===== config.mk =====
export PLATFORM = sky130hd
export DESIGN_NAME = ram_port_arbiter
export DESIGN_NICKNAME = d
export VERILOG_FILES = /design/src/rtl/ram_port_arbiter.sv
export SDC_FILE = /design/constraint.sdc
export NUM_CORES = 1
export LEC_CHECK = 0
export BUFFER_PORTS_ARGS = -buffer_cell sky130_fd_sc_hd__buf_2
export CAP_MARGIN = 40
export CELL_PAD_IN_SITES_DETAIL_PLACEMENT = 0
export CELL_PAD_IN_SITES_GLOBAL_PLACEMENT = 1
export CORE_MARGIN = 2
export CORE_UTILIZATION = 38
export DETAILED_ROUTE_END_ITERATION = 7
export PLACE_DENSITY = 0.84
export SKIP_CTS_REPAIR_TIMING = 1
export SYNTH_ARGS = -nofsm -noshare
export SYNTH_HDL_FRONTEND = slang
export SYNTH_SLANG_ARGS = --single-unit

===== constraint.sdc =====
create_clock -name fpga_clk -period 2.99 [get_ports fpga_clk]
set_input_delay 0.299 -clock fpga_clk [delete_from_list [all_inputs] [get_ports fpga_clk]]
set_output_delay 0.299 -clock fpga_clk [all_outputs]
set_load 0.005 [all_outputs]

===== src/rtl/ram_port_arbiter.sv =====
// ram_port_arbiter
// Shares the single-port RAM between the CPU bus path and the SPI diagnostics
// engine. The CPU owns the port until diagnostics raises halt_req; the CPU is
// then halted, and once its bus has been quiet for HALT_SETTLE cycles the
// port is granted to diagnostics. Every RAM access is sequenced here
// (chip select, write strobe, read latency) and finished with a one-cycle
// ack to the requester that owns the port. All outputs are registered.
//
// Ports
//   fpga_clk, fpga_reset          clock, async active-low reset
//   cpu_req/we/addr/wdata         CPU access request (level, held until cpu_ack)
//   cpu_rdata, cpu_ack            CPU read data (held until the next CPU read), ack pulse
//   halt_req                      diagnostics asks for ownership (level)
//   halt, diag_grant              halt line to the CPU, diagnostics owns the port
//   diag_req/we/addr/wdata        diagnostics access request
//   diag_rdata, diag_ack          diagnostics read data, ack pulse
//   ram_cs/we/addr/wdata/rdata    single-port RAM interface
//
// state    | meaning
// ---------+--------------------------------------------------------------
// S_RUN    | CPU owns the port, halt low
// S_SETTLE | halt high, CPU still serviced, counting quiet cycles
// S_HALTED | halt high, diagnostics owns the port
// S_ACC_WR | one-cycle write strobe
// S_ACC_RD | chip select held RD_LAT cycles, data captured on the last
// S_ACK    | one-cycle ack to the recorded owner
module ram_port_arbiter #(
    parameter int ADDR_W      = 16,
    parameter int DATA_W      = 8,
    parameter int RD_LAT      = 2,
    parameter int HALT_SETTLE = 4
) (
    input  logic              fpga_clk,
    input  logic              fpga_reset,
    input  logic              cpu_req,
    input  logic              cpu_we,
    input  logic [ADDR_W-1:0] cpu_addr,
    input  logic [DATA_W-1:0] cpu_wdata,
    output logic [DATA_W-1:0] cpu_rdata,
    output logic              cpu_ack,
    input  logic              halt_req,
    output logic              halt,
    output logic              diag_grant,
    input  logic              diag_req,
    input  logic              diag_we,
    input  logic [ADDR_W-1:0] diag_addr,
    input  logic [DATA_W-1:0] diag_wdata,
    output logic [DATA_W-1:0] diag_rdata,
    output logic              diag_ack,
    output logic              ram_cs,
    output logic              ram_we,
    output logic [ADDR_W-1:0] ram_addr,
    output logic [DATA_W-1:0] ram_wdata,
    input  logic [DATA_W-1:0] ram_rdata
);

    typedef enum logic [2:0] {
        S_RUN, S_SETTLE, S_HALTED, S_ACC_WR, S_ACC_RD, S_ACK
    } state_t;

    localparam logic [7:0] SETTLE_TC = 8'(HALT_SETTLE);
    localparam logic [2:0] LAT_LOAD  = 3'(RD_LAT - 1);

    state_t            state, state_nxt;
    state_t            ret_state, ret_nxt;   // owner-idle state to resume after the access
    state_t            idle_nxt;
    logic              owner_diag, owner_nxt;
    logic [7:0]        settle_cnt, settle_nxt;
    logic [2:0]        lat_cnt, lat_nxt;     // read latency down-counter
    logic              start_acc, start_we, rd_done;
    logic [ADDR_W-1:0] start_addr;
    logic [DATA_W-1:0] start_wdata;
    logic              in_acc_nxt;
    logic              ram_cs_d, ram_we_d, cpu_ack_d, diag_ack_d, halt_d, diag_grant_d;

    always_ff @(posedge fpga_clk or negedge fpga_reset) begin
        if (!fpga_reset) begin
            state      <= S_RUN;
            ret_state  <= S_RUN;
            owner_diag <= 1'b0;
            settle_cnt <= '0;
            lat_cnt    <= '0;
        end else begin
            state      <= state_nxt;
            ret_state  <= ret_nxt;
            owner_diag <= owner_nxt;
            settle_cnt <= settle_nxt;
            lat_cnt    <= lat_nxt;
        end
    end

    always_comb begin
        state_nxt   = state;
        ret_nxt     = ret_state;
        owner_nxt   = owner_diag;
        settle_nxt  = settle_cnt;
        lat_nxt     = lat_cnt;
        start_acc   = 1'b0;
        start_we    = cpu_we;
        start_addr  = cpu_addr;
        start_wdata = cpu_wdata;
        rd_done     = 1'b0;
        case (state)
            S_RUN: begin
                if (cpu_req) begin
                    start_acc = 1'b1;
                    owner_nxt = 1'b0;
                end else if (halt_req) begin
                    state_nxt  = S_SETTLE;
                    settle_nxt = '0;
                end
            end
            S_SETTLE: begin
                if (cpu_req) begin
                    start_acc  = 1'b1;
                    owner_nxt  = 1'b0;
                    settle_nxt = '0;
                end else if (!halt_req) begin
                    state_nxt = S_RUN;
                end else begin
                    if (settle_cnt != SETTLE_TC) settle_nxt = settle_cnt + 8'd1;
                    // grant on the cycle the count reaches its terminal value
                    if (settle_nxt == SETTLE_TC) state_nxt = S_HALTED;
                end
            end
            S_HALTED: begin
                if (diag_req) begin
                    start_acc   = 1'b1;
                    owner_nxt   = 1'b1;
                    start_we    = diag_we;
                    start_addr  = diag_addr;
                    start_wdata = diag_wdata;
                end else if (!halt_req) begin
                    state_nxt = S_RUN;
                end
            end
            S_ACC_WR: state_nxt = S_ACK;
            S_ACC_RD: begin
                if (lat_cnt == 3'd0) begin
                    rd_done   = 1'b1;
                    state_nxt = S_ACK;
                end else begin
                    lat_nxt = lat_cnt - 3'd1;
                end
            end
            S_ACK: begin
                // halt_req is re-evaluated on leaving the ack, so a drop during
                // the access releases halt/grant right after the ack cycle
                settle_nxt = '0;
                if (!halt_req)                state_nxt = S_RUN;
                else if (ret_state == S_RUN)  state_nxt = S_SETTLE;
                else                          state_nxt = ret_state;
            end
            default: state_nxt = S_RUN;
        endcase
        if (start_acc) begin
            ret_nxt   = state;
            state_nxt = start_we ? S_ACC_WR : S_ACC_RD;
            lat_nxt   = LAT_LOAD;
        end
    end

    always_comb begin
        in_acc_nxt   = (state_nxt == S_ACC_WR) || (state_nxt == S_ACC_RD) || (state_nxt == S_ACK);
        idle_nxt     = in_acc_nxt ? ret_nxt : state_nxt;
        ram_cs_d     = (state_nxt == S_ACC_WR) || (state_nxt == S_ACC_RD);
        ram_we_d     = state_nxt == S_ACC_WR;
        cpu_ack_d    = (state_nxt == S_ACK) && !owner_nxt;
        diag_ack_d   = (state_nxt == S_ACK) && owner_nxt;
        halt_d       = idle_nxt != S_RUN;
        diag_grant_d = idle_nxt == S_HALTED;
    end

    always_ff @(posedge fpga_clk or negedge fpga_reset) begin
        if (!fpga_reset) begin
            ram_cs     <= 1'b0;
            ram_we     <= 1'b0;
            cpu_ack    <= 1'b0;
            diag_ack   <= 1'b0;
            halt       <= 1'b0;
            diag_grant <= 1'b0;
            ram_addr   <= '0;
            ram_wdata  <= '0;
            cpu_rdata  <= '0;
            diag_rdata <= '0;
        end else begin
            ram_cs     <= ram_cs_d;
            ram_we     <= ram_we_d;
            cpu_ack    <= cpu_ack_d;
            diag_ack   <= diag_ack_d;
            halt       <= halt_d;
            diag_grant <= diag_grant_d;
            if (start_acc) ram_addr <= start_addr;
            if (start_acc && start_we) ram_wdata <= start_wdata;
            if (rd_done) begin
                if (owner_diag) diag_rdata <= ram_rdata;
                else            cpu_rdata  <= ram_rdata;
            end
        end
    end

endmodule


==> results of run 1 <==
-- state kept, by name (all words and copies together), names as in the netlist, 3 cells and up --
signal and flops:
lat_cnt 3, cpu_rdata 8, ram_wdata 8, ret_state 3, settle_cnt 8, state 3
ram_addr 16, diag_rdata 8
-- layout make-up --
cell class	instances	area (sq um)	area share
repair buffers	114	601	0.150
flip-flops and latches	64	1600	0.399
inverters	10	37.5	0.00935
multi-input cells	216	1490	0.371
well taps	105	131	0.0327
clock buffers	11	131	0.0327
clock inverters	4	22.5	0.00561
-- synthesized netlist by cell type (all sizes together), types with 2 or more instances --
master | n | area (sq um)
a21oi | 8 | 40.0
nor2 | 16 | 62.6
nor4 | 2 | 18.8
nand2 | 44 | 165
and4b | 2 | 20.0
o211ai | 2 | 20.0
ha | 4 | 50.1
nor3 | 3 | 20.0
and3 | 4 | 26.3
buf | 6 | 47.5
o21bai | 2 | 15.0
mux2 | 17 | 191
inv | 10 | 37.5
o21ai | 36 | 180
mux2i | 25 | 250
nand3 | 9 | 45.0
nor4b | 3 | 26.3
o31ai | 5 | 42.5
xor2 | 2 | 17.5
a211oi | 2 | 15.0
nor2b | 2 | 12.5
clkbuf | 12 | 56.3
or2 | 3 | 18.8
dfrtp | 64 | 1600
a21o | 2 | 15.0
-- per-stage QoR --
stage	instances	power, uW	hold slack, ns
floorplan	308	2310	0.00341
global placement	508	2820	0.130
detailed placement	508	2860	0.128
CTS	523	3490	-0.239
global route	524	3740	0.161
finish	524	3450	0.170
-- how the worst min path moves through the flow --
stage          cells after the start  slack, ns           to
6_report                           3       0.17  ram_addr[6]
5_1_grt                            3       0.16  ram_addr[0]
4_1_cts                            1      -0.24  ram_addr[2]
3_5_place_dp                       1       0.13  ram_addr[2]
3_3_place_gp                       1       0.13  ram_addr[2]
2_1_floorplan                      0      0.003      cpu_ack
-- worst reg2reg max path, stage by stage (launching register included) --
cell and delay [ns]:
dfrtp_1 0.47, inv_1 0.11, ha_1 0.14, or4b_4 0.49
nor4_2 0.30, o311ai_2 0.19, nor4_1 0.38, nor2_1 0.14
and4b_1 0.23
-- report_power, final --
group / switching (uW) / internal (uW) / total, uW / leakage [uW]
clock: 324 / 292 / 616 / 0.0000789
sequential: 262 / 1230 / 1490 / 0.000794
combinational: 648 / 690 / 1340 / 0.00102
total: 1230 / 2210 / 3450 / 0.00189
-- layer usage --
metal | vias up | share of wire
met5 | - | 0
met2 | 89 | 0.47
met4 | 0 | 0.014
met3 | 11 | 0.067
li1 | 1306 | -
met1 | 1224 | 0.45
-- logic make-up (layout without fill, tap and decap cells) --
kind of cell             count (synthesis)  count (layout)  share of synthesized area
XOR/XNOR                                 3               3                    0.00818
multiplexers                            42              42                      0.137
AND/OR/NAND/NOR                         98              98                      0.155
flip-flops                              64              64                      0.498
adder cells (fa/ha/maj)                  4               4                     0.0156
buffers and inverters                   28             139                     0.0440
AO/OA/AOI/OAI                           69              69                      0.141
==> metrics.md, run 1 <==
| Metric | Value |
|---|---|
| Starting density of the core | `0.391` |
| Ports | `about 110` |
| RSZ-0062 raised after global routing | `no` |
| Pwr Density | `around 860 nW/um^2` |
| Clk_skew | `0.00724 ns` |
| Die area | `about 9200 sq um` |
| Global Route Usage Sum | `0.160` |
| Max-cap viol count | `0` |
| TritonCTS clock tree | `yes` |
| Setup violators final | `0` |
| Hold wc startpoint | `diag_addr[6]` |
| Final cycle utilization of the critical path | `0.856` |
| Leakage | `~0.0019 uW` |
| Dominant synthesized flop cell | `dfrtp_1` |
| Cell area after synthesis | `around 3200 sq um` |
| Critical Path Start Type | `flop` |
| Bufs and invs on worst path | `1` |
| Clock Latency Late Sink | `between 0.3 and 0.4 ns` |
| Worst-path cell chain | `inv_1 > ha_1 > or4b_4 > nor4_2 > o311ai_2 > nor4_1 > nor2_1 > and4b_1` |
| HPWL after detailed placement | `5140 um` |
| Largest delay contributor family on the critical path | `simple AND/OR/NAND/NOR gates` |
| Grt met2 use | `0.239` |
| Site row count | `33` |
| Setup CP Type | `reg2reg` |
| Crit path capture type | `flop` |
| Met1 Usage GRT | `0.214` |
| VDD IR max | `roughly 0.00033 V` |
| Fmax | `approximately 400 MHz` |
| Die Ht | `around 96 um` |
| R2r setup slk | `about 0.43 ns` |
| Post-layout util | `0.489` |
| Commonest non-fill, non-tap cell in the layout | `buf_2` |
| H-tree depth | `3` |
| Core area | `just over 8000 sq um` |
| Reg2reg path depth | `8` |
| CP max stage cell | `or4b_4` |
| Async S/R FF share, synth | `1.00` |
| Largest net degree at the start of global routing | `61` |
| Via count | `about 2600` |
| Worst EP required | `approximately 3.2 ns` |
| First-pass detailed-route iteration total | `4` |
| Post-synth EDFFs | `0` |
| Setup crit end | `cpu_ack` |
| CP startpoint | `settle_cnt[0]` |
| Die width | `around 96 um` |
| Final worst slack | `approximately 0.43 ns` |
| Area Growth Syn to Fin | `25.0%` |
| Routed WL | `slightly above 7000 um` |
| Worst slew pin tran | `0.690 ns` |
| Nets | `around 480` |
| Yosys cell types | `62` |
| Initial antenna violation count | `0` |
| Grt ovf | `0` |
| Synth Net Count | `375` |
| Place WS | `0.516 ns` |
| Avg WL per Cell | `approximately 14 um` |
| Min cycle time layout | `2.56 ns` |
| Outcome | `completed` |
| Num CTS Buffers | `9` |
| Worst path max stage delay | `around 0.5 ns` |
| Relative slew slack | `0.533` |
| Via-per-instance ratio | `~5.0` |
| Critical R2R Launch | `settle_cnt[0]` |
| Worst-path clk slew | `around 0.070 ns` |
| # DRC | `0` |
| First-pass GRT wire length | `roughly 11000 um` |
| CTS Buffer Depth | `2` |
| Share of post-route cells with drive strength above 1 | `0.384` |
| Worst Path Arrival | `~2.8 ns` |
| Final hold vios | `0` |
| Mapped Cells | `308` |
| Crit Path Max Fanout | `9` |
| Synth warn | `0` |
| Vias in the first global route | `~2400` |
| Yosys reg bits | `64` |
| Design area | `4020 sq um` |
| Initial DRC Count | `107` |
| Most crowded layer after global routing | `met2` |
| WP depth | `8` |
| Syn avg cell area | `about 10 sq um` |
| Most frequent cells in the layout | `buf_2 (108), dfrtp_1 (64), nand2_1 (44)` |
| FF-to-FF End | `cpu_ack` |
| ANT nets after route | `0` |
| Port bufs | `around 110` |
| Total negative setup slack | `0 ns` |
| Root buffer cell | `clkbuf_8` |
| Max Slew Vio Count | `0` |
| HP Class | `in2reg` |
| Fillers | `780` |
| Clock Sinks | `64` |
| Cell Area, Placed | `around 3900 sq um` |
| Met3 GRT Util | `0.0486` |
| Antenna cells | `0` |
| Sequential cell area fraction in the yosys report | `0.498` |
| Gpl congestion | `about 0.85` |
(Power assumes the default switching activity.)
==> run 2, diff against run 1 <==
- CORE_UTILIZATION: 38 -> 39
- CTS_BUF_LIST: default -> sky130_fd_sc_hd__clkbuf_4
- PLACE_DENSITY: 0.84 -> 0.86
==> run 2 against run 1 <==
Net effect: critical path depth unchanged; global-route usage increased by 0.53 points; routed wire length decreased by 1.4%; sequential cell count did not move; maximum frequency up 1.5%; non-clock buffer count is 1 lower; die area is 2.5% lower; clock-buffer cell count is 2 lower; cell area decreased by 0.37%; largest power group unchanged.
==> metrics.md, run 2 (synthesis results as in run 1) <==
| Metric | Value |
|---|---|
| Outcome | `completed` |
| Die area | `8980 sq um (-2.5%)` |
| Final worst slack | `0.468 ns (+0.0368 ns)` |
| Place WS | `0.537 ns (+0.0212 ns)` |
| Most frequent cells in the layout | `buf_2 (108), dfrtp_1 (64), nand2_1 (44)` |
| H-tree depth | `3 (unchanged)` |
| Vias in the first global route | `2462 (+2.2%)` |
| Clock Latency Late Sink | `0.42 ns (+0.09 ns)` |
| Routed WL | `7020 um (-1.4%)` |
| Antenna cells | `0 (unchanged)` |
| Final cycle utilization of the critical path | `0.843 (-0.0123)` |
| CTS Buffer Depth | `2 (unchanged)` |
| Port bufs | `108 (unchanged)` |
| Critical R2R Launch | `settle_cnt[0]` |
| Fillers | `824 (+5.6%)` |
| Core area | `8090 sq um (-1.5%)` |
| Initial DRC Count | `110 (+2.8%)` |
| Via count | `2642 (+0.46%)` |
| Ports | `109 (unchanged)` |
| Clock Sinks | `64 (unchanged)` |
| HP Class | `in2async` |
| R2r setup slk | `0.47 ns (+0.04 ns)` |
| Cell Area, Placed | `3840 sq um (-0.32%)` |
| Critical Path Start Type | `flop` |
| Biggest register | `ram_addr` |
| Worst EP required | `3.29 ns (+0.08 ns)` |
| Design area | `4000 sq um (-0.37%)` |
| Leakage | `0.00188 uW (-0.20%)` |
| HPWL after detailed placement | `5080 um (-1.2%)` |
| Pwr Density | `871 nW/um^2 (+1.5%)` |
| Gpl congestion | `0.871 (+2.3%)` |
| TritonCTS clock tree | `yes` |
| VDD IR max | `0.000335 V (+0.30%)` |
| Setup CP Type | `reg2reg` |
| Num CTS Buffers | `9 (unchanged)` |
| Post-layout util | `0.494 (+0.00562)` |
| Grt ovf | `0 (unchanged)` |
| Starting density of the core | `0.397 (+0.00599)` |
| Crit Path Max Fanout | `9 (unchanged)` |
| Relative slew slack | `0.459 (-0.0746)` |
| Share of post-route cells with drive strength above 1 | `0.389 (+0.00477)` |
| Initial antenna violation count | `0 (unchanged)` |
| First-pass GRT wire length | `11500 um (+1.8%)` |
| RSZ-0062 raised after global routing | `no` |
| CP startpoint | `settle_cnt[0]` |
| Largest net degree at the start of global routing | `65 (+6.6%)` |
| Commonest non-fill, non-tap cell in the layout | `buf_2` |
| Worst-path clk slew | `0.12 ns (+0.05 ns)` |
| Area Growth Syn to Fin | `24.5%` |
| Final hold vios | `0 (unchanged)` |
| Global Route Usage Sum | `0.165 (+0.00534)` |
| Total negative setup slack | `0 ns (unchanged)` |
| Nets | `481 (-0.21%)` |
| Power Total | `3480 uW (+1.1%)` |
| Min cycle time layout | `2.52 ns (-0.0368 ns)` |
| ANT nets after route | `0 (unchanged)` |
| Clk_skew | `0.0229 ns (+0.0156 ns)` |
| Via-per-instance ratio | `5.04 (+0.46%)` |
| Worst Path Arrival | `2.82 ns (+0.04 ns)` |
| Avg WL per Cell | `13.4 um (-1.4%)` |
| Root buffer cell | `clkbuf_4` |
| First-pass detailed-route iteration total | `4 (unchanged)` |
| Max Slew Vio Count | `0 (unchanged)` |
| # DRC | `0 (unchanged)` |
| Crit path capture type | `flop` |
| Worst slew pin tran | `0.812 ns (+0.122 ns)` |
| Site row count | `33 (unchanged)` |
| Max-cap viol count | `0 (unchanged)` |
| Setup violators final | `0 (unchanged)` |
| Fmax | `397 MHz (+1.5%)` |
| Max FFs per register | `16 (unchanged)` |
| Die Ht | `94.8 um (-1.2%)` |
| Die width | `94.8 um (-1.2%)` |
## run 2: changes by cell type in the layout (fill, tap and decap cells not counted), sizes merged
cell / previous run / this run
dlygate4sd3: 1 / 0
inv: 10 / 11
bufinv: 0 / 2
clkbuf: 11 / 9
## run 2: path summary, 6_finish.rpt
path	to	cells after the start
setup / recovery	cpu_ack	8
hold / removal	cpu_rdata[0]	2
setup reg to reg	cpu_ack	8
hold reg to reg	ram_wdata[6]	2
max in group asynchronous	settle_cnt[6]	2
min in group fpga_clk	ram_addr[9]	3
## run 2: critical path, stage by stage, from the launching register on
cell and delay [ns]:
dfrtp_1 0.49, inv_1 0.13, ha_1 0.14, or4b_4 0.49, nor4_2 0.27, o311ai_2 0.19, nor4_1 0.35, nor2_1 0.12
and4b_1 0.22
## run 2: area by class of cell
type	instances	area, sq um	share of cell area
sequential	64	1600	0.400
multi-input combinational	216	1490	0.373
timing repair buffer	113	578	0.145
tap	105	131	0.0328
clock inverter	7	93.8	0.0235
clock buffer	9	67.6	0.0169
inverter	10	37.5	0.00938
## run 2: metrics by stage
stage                     instances  hold WS, ns
final                           524       0.0212
after global routing            524       0.0576
after CTS                       524       0.0473
after detailed placement        508        0.466
after global placement          508        0.458
after floorplan                 308      0.00341
## run 2: power by group
group / leakage, uW / switching (uW) / internal [uW]
Clock: 0.0000839 / 329 / 339
Sequential: 0.000794 / 259 / 1230
Combinational: 0.00101 / 644 / 687
## run 2: routing by layer
| layer | share of wire | up-vias | GRT usage |
|---|---|---|---|
| met2 | 0.47 | 85 | 0.253 |
| li1 | - | 1309 | - |
| met1 | 0.45 | 1231 | 0.215 |
| met4 | 0.029 | 0 | 0.0845 |
| met5 | 0 | - | 0 |
| met3 | 0.052 | 17 | 0.0431 |
==> run 3, diff against run 2 <==
- ABC_AREA: default -> 1
- CORE_UTILIZATION: 39 -> 33
- PLACE_DENSITY: 0.86 -> 0.82
- clock period: 2.99 -> 2.3 ns (I/O delays scaled with it)
==> run 3 against run 2 <==
Net effect: combinational power up 49%; total power up 35%; sequential cell count unchanged; critical path depth up 9; setup slack worse by 0.39 ns; sequential share of layout area down 0.96 points; global-route usage down 0.50 points; critical path type unchanged; clock-buffer cell count unchanged.
==> metrics.md, run 3 <==
| Metric | Value |
|---|---|
| Outcome | `completed` |
| Via count | `2921 (+11%)` |
| Area Growth Syn to Fin | `32.0%` |
| Gpl congestion | `0.815 (-6.5%)` |
| Syn avg cell area | `8.08 sq um (-23%)` |
| Relative slew slack | `0.599 (+0.140)` |
| Synth area leaders | `dfrtp_1 (51%), nand2_1 (11%), o21ai_0 (6.4%)` |
| Clk_skew | `0.0203 ns (-0.00259 ns)` |
| Initial antenna violation count | `0 (unchanged)` |
| Yosys cell types | `32 (-48%)` |
| Max-cap viol count | `0 (unchanged)` |
| Most frequent cells in the layout | `buf_2 (108), nand2_1 (89), dfrtp_1 (62)` |
| Leakage | `0.00209 uW (+11%)` |
| Post-synth EDFFs | `0 (unchanged)` |
| Core area | `9200 sq um (+14%)` |
| CP startpoint | `settle_cnt[1]` |
| Post-layout util | `0.446 (-0.0479)` |
| Worst EP required | `2.62 ns (-0.67 ns)` |
| Die Ht | `101 um (+6.7%)` |
| Setup violators final | `0 (unchanged)` |
| Root buffer cell | `clkbuf_4` |
| Global Route Usage Sum | `0.160 (-0.00496)` |
| # DRC | `0 (unchanged)` |
| HPWL after detailed placement | `5680 um (+12%)` |
| Final cycle utilization of the critical path | `0.965 (+0.121)` |
| CTS Buffer Depth | `2 (unchanged)` |
| VDD IR max | `0.000425 V (+27%)` |
| HP Class | `in2reg` |
| First-pass GRT wire length | `13000 um (+13%)` |
| Critical Path Start Type | `flop` |
| Num CTS Buffers | `9 (unchanged)` |
| Top cell type's share of synthesized area | `0.515 (+0.0164)` |
| Die width | `101 um (+6.7%)` |
| Clock Sinks | `64 (unchanged)` |
| Ports | `109 (unchanged)` |
| Most common cell in the netlist | `nand2_1` |
| ANT nets after route | `0 (unchanged)` |
| RSZ-0062 raised after global routing | `yes` |
| Yosys top cell by area | `dfrtp_1` |
| Cell area after synthesis | `3110 sq um (-3.2%)` |
| Fmax | `451 MHz (+14%)` |
| Synth warn | `0 (unchanged)` |
| Mapped Cells | `385 (+25%)` |
| Die area | `10200 sq um (+14%)` |
| Top post-synthesis cells by count | `nand2_1 (94), dfrtp_1 (64), nor2_1 (48), inv_1 (43), o21ai_0 (40)` |
| Pwr Density | `1150 nW/um^2 (+32%)` |
| Routed WL | `7880 um (+12%)` |
| H-tree depth | `3 (unchanged)` |
| Synth Net Count | `452 (+21%)` |
| Min cycle time layout | `2.22 ns (-0.303 ns)` |
| Via-per-instance ratio | `4.72 (-6.4%)` |
| First-pass detailed-route iteration total | `4 (unchanged)` |
| Worst Path Arrival | `2.54 ns (-0.28 ns)` |
| Final hold vios | `0 (unchanged)` |
| TritonCTS clock tree | `yes` |
| Yosys reg bits | `64 (unchanged)` |
| Clock Latency Late Sink | `0.42 ns (about the same)` |
| Vias in the first global route | `2842 (+15%)` |
| Worst-path clk slew | `0.13 ns (about the same)` |
| Share of post-route cells with drive strength above 1 | `0.325 (-0.0642)` |
| Initial DRC Count | `96 (-13%)` |
| Largest net degree at the start of global routing | `43 (-34%)` |
| Antenna cells | `0 (unchanged)` |
| Worst slew pin tran | `0.600 ns (-0.212 ns)` |
| Power Total | `4720 uW (+35%)` |
| Starting density of the core | `0.338 (-0.0588)` |
| Port bufs | `108 (unchanged)` |
| Sequential cell area fraction in the yosys report | `0.515 (+0.0164)` |
| Commonest non-fill, non-tap cell in the layout | `buf_2` |
| Dominant synthesized flop cell | `dfrtp_1` |
| Setup CP Type | `reg2reg` |
| Crit Path Max Fanout | `4 (-5)` |
| Async S/R FF share, synth | `1.00 (unchanged)` |
| Biggest register | `ram_addr` |
| Critical R2R Launch | `settle_cnt[1]` |
| Hold wc startpoint | `diag_addr[6]` |
| Max Slew Vio Count | `0 (unchanged)` |
| Crit path capture type | `flop` |
| Grt ovf | `0 (unchanged)` |
| Max FFs per register | `16 (unchanged)` |
| Site row count | `35 (+6.1%)` |
| Nets | `570 (+19%)` |
| Avg WL per Cell | `12.7 um (-5.0%)` |
==> run 3: changes by cell type after synthesis, moves of 8 or more <==
cell	before	now
mux2i_1	25	0
o21ai_0	32	40
inv_1	10	43
mux2_2	17	0
nand2_1	44	94
nor2_1	15	48
a31oi_1	0	8
a21oi_1	8	21
==> run 3: cell type report <==
class                   count  area, sq um
flip-flops and latches     64         1600
clock inverters             7          103
inverters                  47          180
well taps                 111          139
repair buffers            118          643
fillers                   939         5090
clock buffers               9         67.6
multi-input cells         263         1370
==> run 3: worst max-delay path, stage by stage, from the launching register on <==
cell,delay (ns)
dfrtp_2,0.47
inv_2,0.10
ha_4,0.15
nand3_4,0.09
o21ai_0,0.27
nand2_2,0.10
nand2_1,0.08
nor2_1,0.05
nand2_1,0.10
nand2_1,0.05
nand2_1,0.06
nand2_1,0.06
nand2_2,0.09
nand3_1,0.14
nand2_4,0.12
nand2_2,0.05
nand2_2,0.08
nand3_2,0.06
==> run 3: path summary, 6_finish.rpt <==
check,to,slack [ns],cells past startpoint
worst max-delay path,halt,0.08,17
worst min-delay path,ram_addr[6],0.03,3
worst max register to register,halt,0.08,17
worst min register to register,cpu_rdata[1],0.49,2
max in group asynchronous,lat_cnt[2],1.34,3
min in group asynchronous,settle_cnt[4],0.34,2
==> run 3: where the power goes <==
group	total [uW]	internal, uW	leakage, uW	switching (uW)
Clock	913	451	0.0000871	461
Combinational	1980	840	0.00125	1140
Sequential	1830	1570	0.000751	256
Total	4720	2860	0.00209	1860
==> run 3: cell families after synthesis <==
kind of cell               count (synthesis)  synth area share
and+or+nand+nor                          172             0.237
AOI/OAI and AO/OA                         83             0.146
DFF                                       64             0.515
buffers and inverters                     58            0.0748
xor gates and xnor gates                   4            0.0113
adders and majority gates                  4            0.0161
==> run 3: layer usage <==
metal / global-route usage / part of all wire / vias to the layer above
met3: 0.0423 / 0.070 / 8
met1: 0.207 / 0.45 / 1344
met4: 0.0603 / 0.012 / 0
li1: - / - / 1470
met2: 0.258 / 0.47 / 99
met5: 0 / 0 / -
==> run 3: per-stage QoR <==
stage	setup slack [ns]	hold WS [ns]	std cells	TNS, ns	area [sq um]
floorplan	0.391	-0.0656	385	0	3110
global placement	0.227	0.259	599	0	3790
detailed placement	0.0871	0.267	599	0	3790
CTS	0.0895	-0.194	615	0	3970
global route	-0.0527	0.00625	619	-0.0954	4110
finish	0.0815	0.0266	619	0	4110
